### src/rtl/obstacle_spawn_scheduler.sv
`default_nettype none
// ============================================================================
// Module   : obstacle_spawn_scheduler
// Purpose  : Decides when and where the next obstacle is launched. Tracks the
//            horizontal distance scrolled since the last launch, picks a
//            randomised gap and obstacle type from an LFSR, grants one free
//            obstacle slot round-robin, and owns the score-driven scroll
//            speed dx.
// Ports    : clk         system clock, rising edge
//            rst         asynchronous active-low reset
//            frame_tick  one-cycle pulse per video frame
//            score_tick  one-cycle pulse per score increment
//            game_state  00 idle, 01 play, 10/11 dead
//            slot_free   bit i set: slot i may be reloaded
//            spawn_req   one-hot one-cycle load strobe
//            spawn_type  obstacle type, valid with spawn_req
//            spawn_x     load X coordinate (constant)
//            dx          scroll speed, pixels per frame
//            freeze      datapath must hold all positions
// Revision : 1.0 - initial release
// ============================================================================
module obstacle_spawn_scheduler #(
    parameter int          SCREEN_W         = 640,
    parameter int          SPAWN_OFFSET     = 16,
    parameter int          MIN_GAP          = 200,
    parameter int          SPEED_INIT       = 5,
    parameter int          SPEED_MAX        = 12,
    parameter int          SPEED_STEP_TICKS = 100,
    parameter int          BIRD_SPEED       = 8,
    parameter logic [15:0] LFSR_SEED        = 16'hACE1
) (
    input  logic        clk,
    input  logic        rst,
    input  logic        frame_tick,
    input  logic        score_tick,
    input  logic [1:0]  game_state,
    input  logic [2:0]  slot_free,
    output logic [2:0]  spawn_req,
    output logic [1:0]  spawn_type,
    output logic [10:0] spawn_x,
    output logic [3:0]  dx,
    output logic        freeze
);

    // An all-zero LFSR would lock up, so a zero seed falls back to the default.
    localparam logic [15:0] c_lfsrSeed = (LFSR_SEED == 16'h0000) ? 16'hACE1 : LFSR_SEED;

    typedef enum logic [1:0] {
        S_IDLE = 2'd0,
        S_RUN  = 2'd1,
        S_HALT = 2'd2
    } state_t;

    state_t      r_state;
    state_t      w_nextState;
    logic [15:0] r_lfsr;
    logic [10:0] r_distance;
    logic [10:0] r_gapTarget;
    logic [1:0]  r_ptr;
    logic [7:0]  r_tickCnt;

    logic        w_feedback;
    logic        w_launch;
    logic [1:0]  w_order1;
    logic [1:0]  w_order2;
    logic [1:0]  w_grantIdx;
    logic [2:0]  w_grantOneHot;
    logic [1:0]  w_ptrNext;
    logic [1:0]  w_type;
    logic [11:0] w_distSum;
    logic [10:0] w_distNext;

    assign spawn_x = 11'(SCREEN_W + SPAWN_OFFSET);

    // Fibonacci taps 16, 14, 13, 11 (bit n-1), shifted in at the bottom.
    assign w_feedback = r_lfsr[15] ^ r_lfsr[13] ^ r_lfsr[12] ^ r_lfsr[10];

    always_comb begin
        w_nextState = r_state;
        case (r_state)
            S_IDLE:  if (game_state == 2'b01) w_nextState = S_RUN;
            S_RUN: begin
                if (game_state == 2'b00)  w_nextState = S_IDLE;
                else if (game_state[1])   w_nextState = S_HALT;
            end
            S_HALT:  if (game_state == 2'b00) w_nextState = S_IDLE;
            default: w_nextState = S_IDLE;
        endcase
    end

    // Round-robin scan order: pointer, pointer+1, pointer+2 (mod 3).
    assign w_order1 = (r_ptr == 2'd2) ? 2'd0 : r_ptr + 2'd1;
    assign w_order2 = (r_ptr == 2'd0) ? 2'd2 : r_ptr - 2'd1;

    always_comb begin
        w_grantIdx = r_ptr;
        if (slot_free[r_ptr])         w_grantIdx = r_ptr;
        else if (slot_free[w_order1]) w_grantIdx = w_order1;
        else if (slot_free[w_order2]) w_grantIdx = w_order2;
    end

    assign w_grantOneHot = 3'b001 << w_grantIdx;
    assign w_ptrNext     = (w_grantIdx == 2'd2) ? 2'd0 : w_grantIdx + 2'd1;

    // The launch decision uses the registered state, so a frame tick that
    // coincides with RUN->HALT can still launch, and IDLE/HALT never do.
    assign w_launch = (r_state == S_RUN) && frame_tick &&
                      (r_distance >= r_gapTarget) && (slot_free != 3'b000);

    // Birds are only allowed once the scroll is fast enough.
    assign w_type = ((r_lfsr[9:8] == 2'b11) && (dx < 4'(BIRD_SPEED))) ? 2'b00 : r_lfsr[9:8];

    assign w_distSum  = {1'b0, r_distance} + {8'b0, dx};
    assign w_distNext = w_distSum[11] ? 11'h7FF : w_distSum[10:0];

    always_ff @(posedge clk or negedge rst) begin
        if (!rst) begin
            r_state     <= S_IDLE;
            r_lfsr      <= c_lfsrSeed;
            r_distance  <= 11'd0;
            r_gapTarget <= 11'(MIN_GAP);
            r_ptr       <= 2'd0;
            r_tickCnt   <= 8'd0;
            dx          <= 4'(SPEED_INIT);
            spawn_req   <= 3'b000;
            spawn_type  <= 2'b00;
            freeze      <= 1'b1;
        end else begin
            r_state    <= w_nextState;
            freeze     <= (w_nextState != S_RUN);
            r_lfsr     <= {r_lfsr[14:0], w_feedback};
            spawn_req  <= 3'b000;
            spawn_type <= 2'b00;
            case (r_state)
                S_RUN: begin
                    // A launching frame restarts the distance and drops its dx.
                    if (frame_tick) begin
                        r_distance <= w_launch ? 11'd0 : w_distNext;
                    end
                    if (w_launch) begin
                        spawn_req   <= w_grantOneHot;
                        spawn_type  <= w_type;
                        r_gapTarget <= 11'(MIN_GAP) + {4'b0, r_lfsr[6:0]};
                        r_ptr       <= w_ptrNext;
                    end
                    if (score_tick) begin
                        if (r_tickCnt == 8'(SPEED_STEP_TICKS - 1)) begin
                            r_tickCnt <= 8'd0;
                            if (dx < 4'(SPEED_MAX)) dx <= dx + 4'd1;
                        end else begin
                            r_tickCnt <= r_tickCnt + 8'd1;
                        end
                    end
                end
                S_HALT: begin
                    // Everything holds while the player is dead.
                end
                default: begin
                    r_distance  <= 11'd0;
                    r_gapTarget <= 11'(MIN_GAP);
                    r_ptr       <= 2'd0;
                    r_tickCnt   <= 8'd0;
                    dx          <= 4'(SPEED_INIT);
                end
            endcase
        end
    end

endmodule
`default_nettype wire

### config.mk
export PLATFORM = sky130hd
export DESIGN_NAME = obstacle_spawn_scheduler
export DESIGN_NICKNAME = d
export VERILOG_FILES = /design/src/rtl/obstacle_spawn_scheduler.sv
export SDC_FILE = /design/constraint.sdc
export NUM_CORES = 1
export LEC_CHECK = 0
export ABC_AREA = 1
export BUFFER_PORTS_ARGS = -buffer_cell sky130_fd_sc_hd__buf_2
export CAP_MARGIN = 15
export CORE_ASPECT_RATIO = 2
export CORE_UTILIZATION = 23
export CTS_BUF_LIST = sky130_fd_sc_hd__clkbuf_8
export DETAILED_ROUTE_END_ITERATION = 10
export GPL_TIMING_DRIVEN = 0
export PLACE_DENSITY = 0.43
export SLEW_MARGIN = 20
export SYNTH_ARGS = -nofsm -noshare
export SYNTH_HDL_FRONTEND = slang
export SYNTH_SLANG_ARGS = --single-unit
### constraint.sdc
create_clock -name clk -period 2.2 [get_ports clk]
set_input_delay 0.22 -clock clk [delete_from_list [all_inputs] [get_ports clk]]
set_output_delay 0.22 -clock clk [all_outputs]
set_load 0.02 [all_outputs]
After elaboration in Yosys (flattened, before gate mapping)
Index checks and enable logic that the tools add are counted.
{"block": "op_classes", "muxes": 37, "n_addsub": 7, "magnitude_cmp": 6, "bitwise": 4, "eq_ne": 13, "n_shift": 1, "n_reduce_logical": 12}
{"operator": "$mux 11", "n": 4}
{"operator": "$pmux 11 s2", "n": 2}
{"operator": "$mux 2", "n": 14}
{"operator": "$mux 8", "n": 2}
{"operator": "$pmux 8 s2", "n": 1}
{"operator": "$add 11x4->12", "n": 1}
{"operator": "$mux 4", "n": 3}
{"operator": "$ge 11x11->1", "n": 1}
{"operator": "$add 8x7->9 const A", "n": 1}
{"operator": "$lt 2x3->1 const B", "n": 3}
{"operator": "$add 8x1->8 const B", "n": 1}
{"operator": "$eq 2x2->1 const B", "n": 4}
{"operator": "$eq 8x7->1 const B", "n": 1}
{"operator": "$lt 4x4->1 const B", "n": 2}
{"operator": "$pmux 4 s2", "n": 1}
{"operator": "$bmux 1 s2", "n": 3}
{"operator": "$logic_not 2->1", "n": 3}
{"operator": "$mux 3", "n": 2}
{"operator": "$ne 2x1->1 const B", "n": 3}
{"operator": "$ne 2x2->1 const B", "n": 3}
{"operator": "$pmux 2 s3", "n": 1}
{"operator": "$reduce_and 2->1", "n": 3}
{"operator": "$add 2x1->2 const B", "n": 2}
{"operator": "$add 4x1->4 const B", "n": 1}
{"operator": "10 further kinds", "n": 18}
{"block": "totals", "ff_bits": 60, "in_bits": 9, "output_inout_bits": 21, "elab_cells": 90}

Depth between registers and ports, before layout
{"block": "logic_depth", "word_depth": 11, "depth_mapped": 12, "depth_no_buf": 12}

Least setup slack after synthesis
No wires, ideal clock.
{"block": "synth_path", "path_type": "register -> register", "from": "reg dx[0]", "to": "reg r_distance[8]", "path_buffers": 0, "setup_time_ns": 0.066, "setup_slack_ns": 0.137, "path_stages_with_launch": 12, "arrival_ns": 1.997, "period_less_slack_ns": 2.063, "required_ns": 2.134, "path_cell_list": "dfstp_2 ha_1 inv_1 fa_1 inv_1 nand3_1 nand2_1 nand2_1 or2_2 nand3_1 nand3_1 nand2_1"}
{"block": "synth_between", "elab_chain_len": 5}
{"element": "start, declared", "line_no": "41", "text": "output logic [3:0] dx,"}
{"element": "start signal, assigned", "line_no": "124", "text": "dx <= 4'(SPEED_INIT);"}
{"element": "start signal, assigned", "line_no": "149", "text": "if (dx < 4'(SPEED_MAX)) dx <= dx + 4'd1;"}
{"element": "start signal, assigned", "line_no": "163", "text": "dx <= 4'(SPEED_INIT);"}
{"element": "$add 11x4->12", "line_no": "113", "text": "assign w_distSum = {1'b0, r_distance} + {8'b0, dx};"}
{"element": "$mux 11", "line_no": "114", "text": "assign w_distNext = w_distSum[11] ? 11'h7FF : w_distSum[10:0];"}
{"element": "$mux 11", "line_no": "138", "text": "r_distance <= w_launch ? 11'd0 : w_distNext;"}
{"element": "$mux 11", "line_no": "137", "text": "if (frame_tick) begin"}
{"element": "$pmux 11 s2", "line_no": "134", "text": "case (r_state)"}
{"element": "end signal, assigned", "line_no": "138"}
{"element": "end, declared", "line_no": "57", "text": "logic [10:0] r_distance;"}
Every way passes these cells. The select of a mux whose other input is x is not followed.
A chain may end at the register's enable or synchronous reset.

Worst setup path after layout
Ends and elaborated chain as after synthesis.

==> impl_results.md <==
- Global Route Usage Sum: 0.1225
- Yosys reg bits: 58
- Syn Area/Cell: between 8 and 9 µm²
- Crit path required time: 2.49 ns
- Chip height: 172.2 µm
- Initial antenna violation count: 0
- Via-to-Cell Ratio: ~4.2
- Worst reg2reg path startpoint: dx[0]
- Worst R2R End: r_distance[8]
- CTS Buf Count: 9
- Post-synth EDFFs: 0
- DR WL/cell: ~13 µm
- Hold slack: approximately 0.041 ns
- Area Overhead vs Synth: 19.52%
- First-pass GRT wire length: 13450 µm
- Most common flop cell mapped by yosys: dfrtp_1
- Port buffer count: 18
- Clk buf depth: 2
- Status: finished clean
- Layout cells sized above 1: 0.1868
- Site Rows: 61
- CTS tree: built
- Routability cong.: around 0.82
- R2R depth: 11
- Vias: approximately 2700
- CP Launch Type: flip-flop
- Grt ovf: 0
- Seq/Total Area, Yosys: 0.4407
- Netlist cell types: 36
- GR Layer Usage met1: 0.1059
- # diodes: 0
- Hold path depth: 2
- Post-synth design cell area: 0.003333 mm²
- F_max: ~500 MHz
- Clock root cell: clkbuf_8
- Crit path max-delay family: simple AND/OR/NAND/NOR gates
- Max VDD drop: 0.0002312 V
- Setup TNS: 0 ns
- Setup violations, final: 0
- Die area: around 0.015 mm²
- Worst slack, placed: -0.07902 ns
- Final design area excluding fillers: approximately 0.004 mm²
- WP depth: 11
- Met2 Use GR: 0.2369
- CP most frequent cell: nand3_1
- Most Used Layer, Global Route: met2
- Final hold violations: 0
- Max-slew headroom: 0.4810
- Hold endpoint: r_state[0]
- Final max-slew violation count: 0
- RSZ-0062 raised after global routing: false
- Synthesized instance count: roughly 400
- Most common cell after layout, fill and taps aside: nand2_1
- Residual DRC: 0
- ANT nets after route: 0
- Leakage: between 2 and 2.5 nW
- Crit path DAT: ~2.3 ns
- Boundary Pins: 30
- Setup crit end kind: flip-flop
- Largest net degree at the start of global routing: 59
- First drt pass iteration count: 4
- Max-cap violations: 0
- Final wirelength: 8212 µm
- Crit path buffers/inverters: 2
- Slowest cell on the critical path: dfstp_2
- Crit share post-route: 0.9271
- Setup CP Type: flip-flop to flip-flop
- Placed instance area: 0.003696 mm²
- Detailed placement HPWL: between 6000 and 7000 µm
- Drt initial violations: between 90 and 100
- Hold wc startpoint: game_state[1]
- Crit path time final: between 2 and 2.5 ns
- Setup WS post-layout: approximately 0.16 ns
- Initial Utilization: 0.2373
- Critical path cell sequence: ha_4 -> inv_1 -> fa_2 -> inv_2 -> nand3_1 -> nand2_2 -> nand2_1 -> or2_2 -> nand3_1 -> nand3_1 -> nand2_1
- GRT met3 Usage: 0.02434
- Worst Tran Pin Value: 0.7785 ns
- Vias in the first global route: 2792
- Final Net Count: 479
- Async SR Flop Fraction: 1.000
- Power density over cell area: 738.7 mW/mm²
- CP Max Fanout: 4
- Worst skew pair latency: between 0.3 and 0.4 ns
- Reg2reg setup slack: 0.16 ns
- Worst hold-check path type: primary input to flip-flop
- Total Power: between 2 and 3 mW
- Final setup skew: about 0.0094 ns
- Commonest cells after routing, fill and taps aside: nand2_1 (107), inv_1 (55), nand3_1 (53)
- Reg clk slew, reported paths: approximately 0.07 ns
- Core area: roughly 0.014 mm²
- Die Wd: approximately 87 µm
- Clk sink count: 58
- Yosys warns: 0
- H-tree depth: 3
- Slowest stage delay, CP: between 0.5 and 0.6 ns
## Yosys cell counts (2+ instances only)
cell type    n  share of area
a21o_1       2         0.0045
a21oi_1      7          0.011
buf_4       12          0.027
buf_6        3          0.010
conb_1       2         0.0023
dfrtp_1     44           0.33
dfstp_2     14           0.11
ha_1        19          0.071
inv_1       56          0.063
nand2_1    109           0.12
nand2_2      2         0.0038
nand3_1     53          0.080
nand3_2      3         0.0090
nand4_1      5         0.0094
nor2_1      25          0.028
nor2_4       3          0.010
nor3_1       8          0.012
o21ai_0     17          0.026
o21bai_1     2         0.0045
or2_2        2         0.0038
xnor2_1      4          0.011
xor2_1       4          0.011
## where the power goes
group	internal, mW	leakage (nW)	switching [mW]
clock	0.763	0.122	0.489
sequential	1.13	0.757	0.0560
combinational	0.174	1.18	0.326
## cell families after synthesis
logic type                 count (synthesis)  synth area share
and+or+nand+nor                          215            0.2902
buffers and inverters                     72            0.1014
DFF                                       58            0.4407
AOI/OAI and AO/OA                         34           0.06419
adders and majority gates                 20           0.07733
xor gates and xnor gates                   8           0.02102
other                                      2          0.002253
muxes                                      1          0.003003
## layer usage
metal	up-vias	share of wire
met1	1263	0.36
met4	0	0.063
met2	44	0.56
li1	1373	-
met3	21	0.021
met5	-	0
## worst register-to-register path: cells and delay by family (launching register included)
| kind | cells | cell delay (ns) |
|---|---|---|
| buffers and inverters | 2 | 0.14 |
| and+or+nand+nor | 7 | 0.78 |
| DFF | 1 | 0.56 |
| adders and majority gates | 2 | 0.49 |
## cell type report
| cell class | instances | area [µm²] |
|---|---|---|
| clock buffer | 9 | 123.9 |
| multi-input combinational | 289 | 1580 |
| fill | 1558 | 10060 |
| timing repair buffer | 20 | 110.1 |
| inverter | 56 | 210.2 |
| sequential | 58 | 1469 |
| clock inverter | 7 | 126.4 |
| tap | 189 | 236.5 |
| buffer | 16 | 127.6 |
## sequential cells by signal, indices dropped and copies added (netlist names)
register	count
r_lfsr	16
r_distance	11
r_gapTarget	9
r_tickCnt	8
dx	4
spawn_req	3
r_ptr	2
r_state	2
spawn_type	2
freeze	1
## how the worst max path moves through the flow
stage	start	end	slack, ns
after global routing	r_ptr[0]	r_ptr[1]	0.009
after CTS	dx[0]	r_distance[8]	0.004
after global placement	dx[0]	r_distance[8]	-0.06
after detailed placement	dx[0]	r_distance[8]	-0.08
after floorplan	dx[0]	r_distance[8]	0.14
final	dx[0]	r_distance[8]	0.16
## stage by stage
| stage | cells | util |
|---|---|---|
| 2_1_floorplan | 419 | - |
| 3_3_place_gp | 626 | 0.2630 |
| 3_5_place_dp | 626 | 0.2632 |
| 4_1_cts | 644 | 0.2824 |
| 5_1_grt | 644 | 0.2837 |
| 6_report | 644 | 0.2837 |
## what timing repair did
action	4_1_cts	5_1_grt
gates cloned	0	0
endpoints found under the hold margin	44	0
endpoints found under the setup margin	2	10
setup buffers	1	0
hold buffers	1	0
pin swaps	0	0
resized for setup	2	4
Note: power is estimated with default switching activity, not from simulation.
